$ cat config.mk
export PLATFORM = sky130hd
export DESIGN_NAME = mem_arbiter_flat
export DESIGN_NICKNAME = d
export VERILOG_FILES = /design/src/rtl/mem_arbiter_if.sv /design/src/rtl/mem_arbiter.sv /design/src/flat_wrapper.sv
export SDC_FILE = /design/constraint.sdc
export NUM_CORES = 1
export LEC_CHECK = 0
export CORE_ASPECT_RATIO = 0.5
export CORE_MARGIN = 1
export CORE_UTILIZATION = 41
export DETAILED_ROUTE_END_ITERATION = 10
export PLACE_DENSITY_LB_ADDON = 0.2
export SYNTH_ARGS = -nofsm -noshare
export SYNTH_HDL_FRONTEND = slang
export SYNTH_SLANG_ARGS = --single-unit
$ cat constraint.sdc
create_clock -name clk -period 2.6 [get_ports clk]
set_clock_uncertainty 0.05 [all_clocks]
set_input_delay 0.52 -clock clk [delete_from_list [all_inputs] [get_ports clk]]
set_output_delay 0.52 -clock clk [all_outputs]
set_load 0.01 [all_outputs]
$ cat src/rtl/mem_arbiter_if.sv
// Requester and memory pins of the unified memory arbiter, bundled as one interface.
// The slave modport is the arbiter's view; master is the environment's view.
interface mem_arbiter_if;
    logic        c_req;
    logic        c_we;
    logic [2:0]  c_funct3;
    logic [31:0] c_addr;
    logic [31:0] c_wdata;
    logic        c_done;
    logic        c_err;
    logic [31:0] c_rdata;

    logic        a_req;
    logic        a_we;
    logic [2:0]  a_funct3;
    logic [31:0] a_addr;
    logic [31:0] a_wdata;
    logic        a_done;
    logic        a_err;
    logic [31:0] a_rdata;

    logic [31:0] mem_addr;
    logic [31:0] mem_wd;
    logic        mem_we;
    logic [31:0] mem_rd;

    modport slave (
        input  c_req, c_we, c_funct3, c_addr, c_wdata,
        output c_done, c_err, c_rdata,
        input  a_req, a_we, a_funct3, a_addr, a_wdata,
        output a_done, a_err, a_rdata,
        output mem_addr, mem_wd, mem_we,
        input  mem_rd
    );

    modport master (
        output c_req, c_we, c_funct3, c_addr, c_wdata,
        input  c_done, c_err, c_rdata,
        output a_req, a_we, a_funct3, a_addr, a_wdata,
        input  a_done, a_err, a_rdata,
        input  mem_addr, mem_wd, mem_we,
        output mem_rd
    );
endinterface

$ cat src/rtl/mem_arbiter.sv
// Round-robin arbiter for a single word-wide memory without byte enables, shared
// by the core and an aux port; does load extraction and read-modify-write for sb/sh.
module mem_arbiter #(
    parameter int unsigned MEM_SIZE = 1024
) (
    input  logic         clk,
    input  logic         reset,
    mem_arbiter_if.slave bus
);
    typedef enum logic [1:0] {IDLE, ACCESS, MERGE_WR, DONE} state_t;

    typedef struct packed {
        logic        we;
        logic [2:0]  funct3;
        logic [31:0] addr;
        logic [31:0] wdata;
    } req_t;

    localparam int   NUM_PORTS = 2;
    localparam logic CORE      = 1'b0;
    localparam logic AUX       = 1'b1;

    logic [NUM_PORTS-1:0]        req_v;
    req_t [NUM_PORTS-1:0]        req_in;
    logic [NUM_PORTS-1:0]        done_q, err_q;
    logic [NUM_PORTS-1:0][31:0]  rdata_q;

    state_t      state, state_nx;
    logic        owner, owner_nx, last_owner, grant;
    req_t        cur;
    logic [31:0] merge_q;

    logic [1:0]  size;
    logic        f3_ok, misal, oor, req_err, we_raw;
    logic [31:0] word_addr, load_val, merged, mem_addr, mem_wd;
    logic [7:0]  ld_byte;
    logic [15:0] ld_half;

    assign req_v        = {bus.a_req, bus.c_req};
    assign req_in[CORE] = {bus.c_we, bus.c_funct3, bus.c_addr, bus.c_wdata};
    assign req_in[AUX]  = {bus.a_we, bus.a_funct3, bus.a_addr, bus.a_wdata};

    // Everything below works off the latched request, so requester inputs may move freely.
    always_comb begin
        size      = cur.funct3[1:0];
        f3_ok     = cur.we ? (cur.funct3 inside {3'b000, 3'b001, 3'b010})
                           : (cur.funct3 inside {3'b000, 3'b001, 3'b010, 3'b100, 3'b101});
        misal     = (size == 2'b01 && cur.addr[0]) || (size == 2'b10 && cur.addr[1:0] != 2'b00);
        oor       = cur.addr >= MEM_SIZE;
        req_err   = !f3_ok || misal || oor;
        word_addr = {cur.addr[31:2], 2'b00};

        ld_byte = bus.mem_rd[{cur.addr[1:0], 3'b000} +: 8];
        ld_half = cur.addr[1] ? bus.mem_rd[31:16] : bus.mem_rd[15:0];
        case (size)
            2'b00:   load_val = cur.funct3[2] ? {24'b0, ld_byte} : {{24{ld_byte[7]}}, ld_byte};
            2'b01:   load_val = cur.funct3[2] ? {16'b0, ld_half} : {{16{ld_half[15]}}, ld_half};
            default: load_val = bus.mem_rd;
        endcase

        merged = bus.mem_rd;
        if (size == 2'b00)
            merged[{cur.addr[1:0], 3'b000} +: 8] = cur.wdata[7:0];
        else
            merged[{cur.addr[1], 4'b0000} +: 16] = cur.wdata[15:0];
    end

    always_comb begin
        state_nx = state;
        owner_nx = owner;
        grant    = 1'b0;
        mem_addr = '0;
        mem_wd   = '0;
        we_raw   = 1'b0;
        case (state)
            IDLE: begin
                if (|req_v) begin
                    grant    = 1'b1;
                    owner_nx = (&req_v) ? ~last_owner : req_v[AUX];
                    state_nx = ACCESS;
                end
            end
            ACCESS: begin
                mem_addr = word_addr;
                if (req_err || !cur.we) begin
                    state_nx = DONE;
                end else if (size == 2'b10) begin
                    we_raw   = 1'b1;
                    mem_wd   = cur.wdata;
                    state_nx = DONE;
                end else begin
                    state_nx = MERGE_WR;
                end
            end
            MERGE_WR: begin
                mem_addr = word_addr;
                we_raw   = 1'b1;
                mem_wd   = merge_q;
                state_nx = DONE;
            end
            default: state_nx = IDLE;
        endcase
    end

    always_ff @(posedge clk) begin
        if (reset) begin
            state      <= IDLE;
            owner      <= CORE;
            last_owner <= AUX;
            cur        <= '0;
            merge_q    <= '0;
            done_q     <= '0;
            err_q      <= '0;
            rdata_q    <= '0;
        end else begin
            state  <= state_nx;
            owner  <= owner_nx;
            done_q <= '0;
            err_q  <= '0;
            if (grant)
                cur <= req_in[owner_nx];
            if (state == ACCESS && !req_err && cur.we && size != 2'b10)
                merge_q <= merged;
            if (state == DONE)
                last_owner <= owner;
            // Outputs are loaded on entry to DONE so they are valid for the whole DONE cycle.
            if (state_nx == DONE) begin
                done_q[owner]  <= 1'b1;
                err_q[owner]   <= req_err;
                rdata_q[owner] <= (state == ACCESS && !req_err && !cur.we) ? load_val : '0;
            end
        end
    end

    // Write enable is gated by reset so an aborted store never reaches memory.
    assign bus.mem_addr = mem_addr;
    assign bus.mem_wd   = mem_wd;
    assign bus.mem_we   = we_raw & ~reset;

    assign bus.c_done  = done_q[CORE];
    assign bus.c_err   = err_q[CORE];
    assign bus.c_rdata = rdata_q[CORE];
    assign bus.a_done  = done_q[AUX];
    assign bus.a_err   = err_q[AUX];
    assign bus.a_rdata = rdata_q[AUX];
endmodule

$ cat src/flat_wrapper.sv
// flat-port wrapper written by rule: the top's interface ports become plain ports
module mem_arbiter_flat 
#(
    parameter int unsigned MEM_SIZE = 1024
)
  (clk, reset, bus_c_req, bus_c_we, bus_c_funct3, bus_c_addr, bus_c_wdata, bus_c_done, bus_c_err, bus_c_rdata, bus_a_req, bus_a_we, bus_a_funct3, bus_a_addr, bus_a_wdata, bus_a_done, bus_a_err, bus_a_rdata, bus_mem_addr, bus_mem_wd, bus_mem_we, bus_mem_rd);
  mem_arbiter_if bus_i ();
  input  logic clk;
  input  logic reset;
  input wire logic [$bits(bus_i.c_req)-1:0] bus_c_req;
  input wire logic [$bits(bus_i.c_we)-1:0] bus_c_we;
  input wire logic [$bits(bus_i.c_funct3)-1:0] bus_c_funct3;
  input wire logic [$bits(bus_i.c_addr)-1:0] bus_c_addr;
  input wire logic [$bits(bus_i.c_wdata)-1:0] bus_c_wdata;
  output wire logic [$bits(bus_i.c_done)-1:0] bus_c_done;
  output wire logic [$bits(bus_i.c_err)-1:0] bus_c_err;
  output wire logic [$bits(bus_i.c_rdata)-1:0] bus_c_rdata;
  input wire logic [$bits(bus_i.a_req)-1:0] bus_a_req;
  input wire logic [$bits(bus_i.a_we)-1:0] bus_a_we;
  input wire logic [$bits(bus_i.a_funct3)-1:0] bus_a_funct3;
  input wire logic [$bits(bus_i.a_addr)-1:0] bus_a_addr;
  input wire logic [$bits(bus_i.a_wdata)-1:0] bus_a_wdata;
  output wire logic [$bits(bus_i.a_done)-1:0] bus_a_done;
  output wire logic [$bits(bus_i.a_err)-1:0] bus_a_err;
  output wire logic [$bits(bus_i.a_rdata)-1:0] bus_a_rdata;
  output wire logic [$bits(bus_i.mem_addr)-1:0] bus_mem_addr;
  output wire logic [$bits(bus_i.mem_wd)-1:0] bus_mem_wd;
  output wire logic [$bits(bus_i.mem_we)-1:0] bus_mem_we;
  input wire logic [$bits(bus_i.mem_rd)-1:0] bus_mem_rd;
  assign bus_i.c_req = bus_c_req;
  assign bus_i.c_we = bus_c_we;
  assign bus_i.c_funct3 = bus_c_funct3;
  assign bus_i.c_addr = bus_c_addr;
  assign bus_i.c_wdata = bus_c_wdata;
  assign bus_c_done = bus_i.c_done;
  assign bus_c_err = bus_i.c_err;
  assign bus_c_rdata = bus_i.c_rdata;
  assign bus_i.a_req = bus_a_req;
  assign bus_i.a_we = bus_a_we;
  assign bus_i.a_funct3 = bus_a_funct3;
  assign bus_i.a_addr = bus_a_addr;
  assign bus_i.a_wdata = bus_a_wdata;
  assign bus_a_done = bus_i.a_done;
  assign bus_a_err = bus_i.a_err;
  assign bus_a_rdata = bus_i.a_rdata;
  assign bus_mem_addr = bus_i.mem_addr;
  assign bus_mem_wd = bus_i.mem_wd;
  assign bus_mem_we = bus_i.mem_we;
  assign bus_i.mem_rd = bus_mem_rd;
  mem_arbiter #(.MEM_SIZE(MEM_SIZE)) u_core (.clk(clk), .reset(reset), .bus(bus_i));
endmodule
==> flow_summary.ini <==
[floorplanning]
die-height_um = 105.2
die_area_mm2 = 0.02193
floorplan.initialDensity = 0.4222
chipWidth_um = 208.4
floorplan.core_area_mm2 = 0.02069
io_pins = 305
rows = 37

[yosys]
ys_ff_latch = 172
muxShareOfSynthArea = 0.01418
synth_xor_area_frac = 0
area_fraction_in_compound_gates_after_synthesis = 0.2799
synth.avg_cell_area_um2 = 8.203
synth_largest_type_area_fraction = 0.3942
synth_warnings = 0
synth_edf_count = 0
synth.cells.most_frequent = 172 x sky130_fd_sc_hd__dfxtp_1, 141 x sky130_fd_sc_hd__nand2_1, 124 x sky130_fd_sc_hd__o21ai_0
synth_ff_type = sky130_fd_sc_hd__dfxtp_1
synth_area_leaders = sky130_fd_sc_hd__dfxtp_1 39%, sky130_fd_sc_hd__o21ai_0 7.1%, sky130_fd_sc_hd__a311oi_1 6.8%
syn-instance-count = 1065
synthSimpleGateAreaFrac = 0.2432
synthesis.area_mm2 = 0.008736
synthDistinctLibCells = 52
combinational_family_with_the_most_area_after_synthesis = compound AO/OA/AOI/OAI gates
synthMostInstantiatedCell = sky130_fd_sc_hd__dfxtp_1
synth_top_cell_by_area = sky130_fd_sc_hd__dfxtp_1
yosys.area_share.adder = 0.01289
asyncSetResetFlopFracSynth = 0
sequential_area_share_after_synthesis = 0.3942

[cts]
cts_inserted_buffers = 17
clock_tree_sinks = 172
cts_tree = built
clk_pin_slew_ps = 70
htree_levels = 4
clk_root_buffer_cell = sky130_fd_sc_hd__clkbuf_16
cts_buffer_depth = 2
cts.hold.buffers_added = 0
clkLatencyLatePin_ps = 430

[final_layout]
design_area_mm2 = 0.01301
num-nets-final = 1556
final_cells = 1661
final.fill_count = 1814
num_antenna_cells = 0
drive_gt1_frac = 0.1592
area.growth.synth_to_final_pct = 48.94
postLayoutCoreUtil = 0.6288

[sta]
tightest_slew_ps = 654.1
timing.final.crit_period_ps = 2977
max_slew_margin = 0.5639
worst_hold_slack_ps = 382.1
rsz0062_at_grt = true
worst_setup_slack_final_ps = -376.6
final-setup-viol-count = 33
post-route-period-util = 1.145
slew_violations = 0
final_hold_viol_count = 0
clock.fmax_mhz = 336.0

[run_status]
failed_checks = design-rule violations, negative setup slack
status = finished, violations left

[drt]
dr.pass1.iters = 11
antenna_violating_nets_left = 0
routedWlPerCell_um = 19.67
vias_per_cell = 5.700
drt_iter0_drc = 965
drc_errors = 1
via_count = 9467
final_routed_wirelength_mm = 32.67

[grt]
gr-usage-all-layers = 0.2927
grt.met1_usage = 0.3938
grt_most_used_layer = met2
grt_util_met3 = 0.05364
use_met2 = 0.4790
grt_start_max_net_pins = 65
antenna_found_initial = 1
first_global_vias = 9151
grt_overflow = 0
grt_pass1_wl_mm = 50.55

[hold_path]
timing.hold.worst.class = in -> reg
timing.hold.worst.start = reset

[setup_path]
worst-endpoint-arrival_ps = 2410
worst_r2r_startpoint = u_core.cur[65]
start_kind = register
setup.worst_path.start = u_core.cur[44]
crit_fanout = 15
worst_setup_path_type = reg -> out
cp_data_required_time_ps = 2030
timing.critical_path.to_type = output port

[power]
vdd.ir_drop.worst_mv = 0.4582
power_share_of_the_sequential_group = 0.305
leakagePower_nw = 4.978
portion_of_total_power_attributed_to_the_clock_network = 0.230
cell_internal_pwr_mw = 6.850
p_comb_frac = 0.465
total_switching_power_mw = 4.699
switching_share = 0.4069
pwr_density_cell_mw_per_mm2 = 887.6

[placed_design]
count_of_input_and_output_buffers = 302
post_dp_cell_area_mm2 = 0.01244
globalplace.congestion = 0.9461
place.detailed.instances = 1622
place_ws_ps = -470.1
detailedPlacementHpwl_mm = 24.16

[run]
cap_violations = 0
## repair_timing
item,4_1_cts,5_1_grt
cloned,2,0
pin swaps,7,5
gates resized for setup,174,12
setup buffers,9,1
endpoints found under the setup margin,63,49
## area by class of cell
type | count | area [µm²] | area share
inverters | 11 | 41.29 | 0.003173
clock inverters | 14 | 170.2 | 0.01308
well taps | 273 | 341.6 | 0.02625
clock buffers | 18 | 439.2 | 0.03375
flip-flops and latches | 172 | 3450 | 0.2651
multi-input cells | 783 | 4896 | 0.3763
repair buffers | 390 | 3674 | 0.2823
## registers in the layout (all words and copies together), names as in the netlist
name                cells
u_core.bus.c_rdata     32
u_core.merge_q         32
u_core.last_owner       1
u_core.done_q           2
u_core.err_q            2
u_core.bus.a_rdata     32
u_core.owner            1
u_core.state            2
u_core.cur             68
## metal layers
layer	vias up	routed length, µm
li1	4469	-
met1	4514	14730
met2	431	14980
met3	51	2289
met4	2	661
met5	-	10
## layout by cell type, fill, tap and decap left out, drive strengths merged, types with 3 or more instances in the layout
cell type	Yosys	final
a211oi	33	33
a21oi	7	7
a222oi	23	23
a22o	32	32
a22oi	16	16
a311oi	68	68
and2	32	32
and3	3	3
buf	27	121
clkbuf	73	18
clkdlybuf4s50	0	238
clkinv	1	4
dfxtp	172	172
dlygate4sd2	0	30
ha	9	9
inv	10	19
mux2	11	11
nand2	141	141
nand2b	34	34
nand3	21	21
nor2	111	111
nor2b	68	68
nor3	4	4
nor4	9	9
o2111ai	7	7
o211ai	3	3
o21ai	126	126
## logic make-up (layout without fill, tap and decap cells)
logic type                 count (synthesis)  after routing
and+or+nand+nor                          436            436
DFF                                      172            172
adders and majority gates                  9              9
muxes                                     11             11
AOI/OAI and AO/OA                        325            325
other                                      1              2
buffers and inverters                    111            433
## through the flow
| stage | power (mW) | TNS (ps) |
|---|---|---|
| after floorplan | 6.298 | 0 |
| final | 11.55 | -9627 |
| after global routing | 12.16 | -13300 |
| after detailed placement | 8.606 | -14130 |
| after global placement | 8.500 | -9041 |
| after CTS | 11.48 | -10880 |
## power by group through the flow
stage	sequential, mW	combinational (mW)	clock [mW]
final	3.52	5.37	2.66
after global routing	3.55	5.82	2.79
after CTS	3.49	5.30	2.68
after detailed placement	3.52	5.09	0
after global placement	3.50	5.00	0
after floorplan	3.39	2.91	0
## worst max-delay path, stage by stage, from the launching register on
cell                      delay, ps
sky130_fd_sc_hd__dfxtp_2        340
sky130_fd_sc_hd__nor4_4         270
sky130_fd_sc_hd__buf_4          160
sky130_fd_sc_hd__nand4_1        170
sky130_fd_sc_hd__nor3_4         250
sky130_fd_sc_hd__and3_4         240
sky130_fd_sc_hd__buf_6          110
sky130_fd_sc_hd__buf_12         150
sky130_fd_sc_hd__a22o_1         150
sky130_fd_sc_hd__buf_2          130
## path summary, 6_finish.rpt
kind	end	slack (ps)	depth (start not counted)
hold / removal	u_core.state[0]	380	2
setup / recovery	bus_mem_wd[26]	-380	9
hold reg to reg	u_core.cur[40]	450	2
setup reg to reg	u_core.merge_q[30]	200	8
Note: power is estimated with default switching activity, not from simulation.
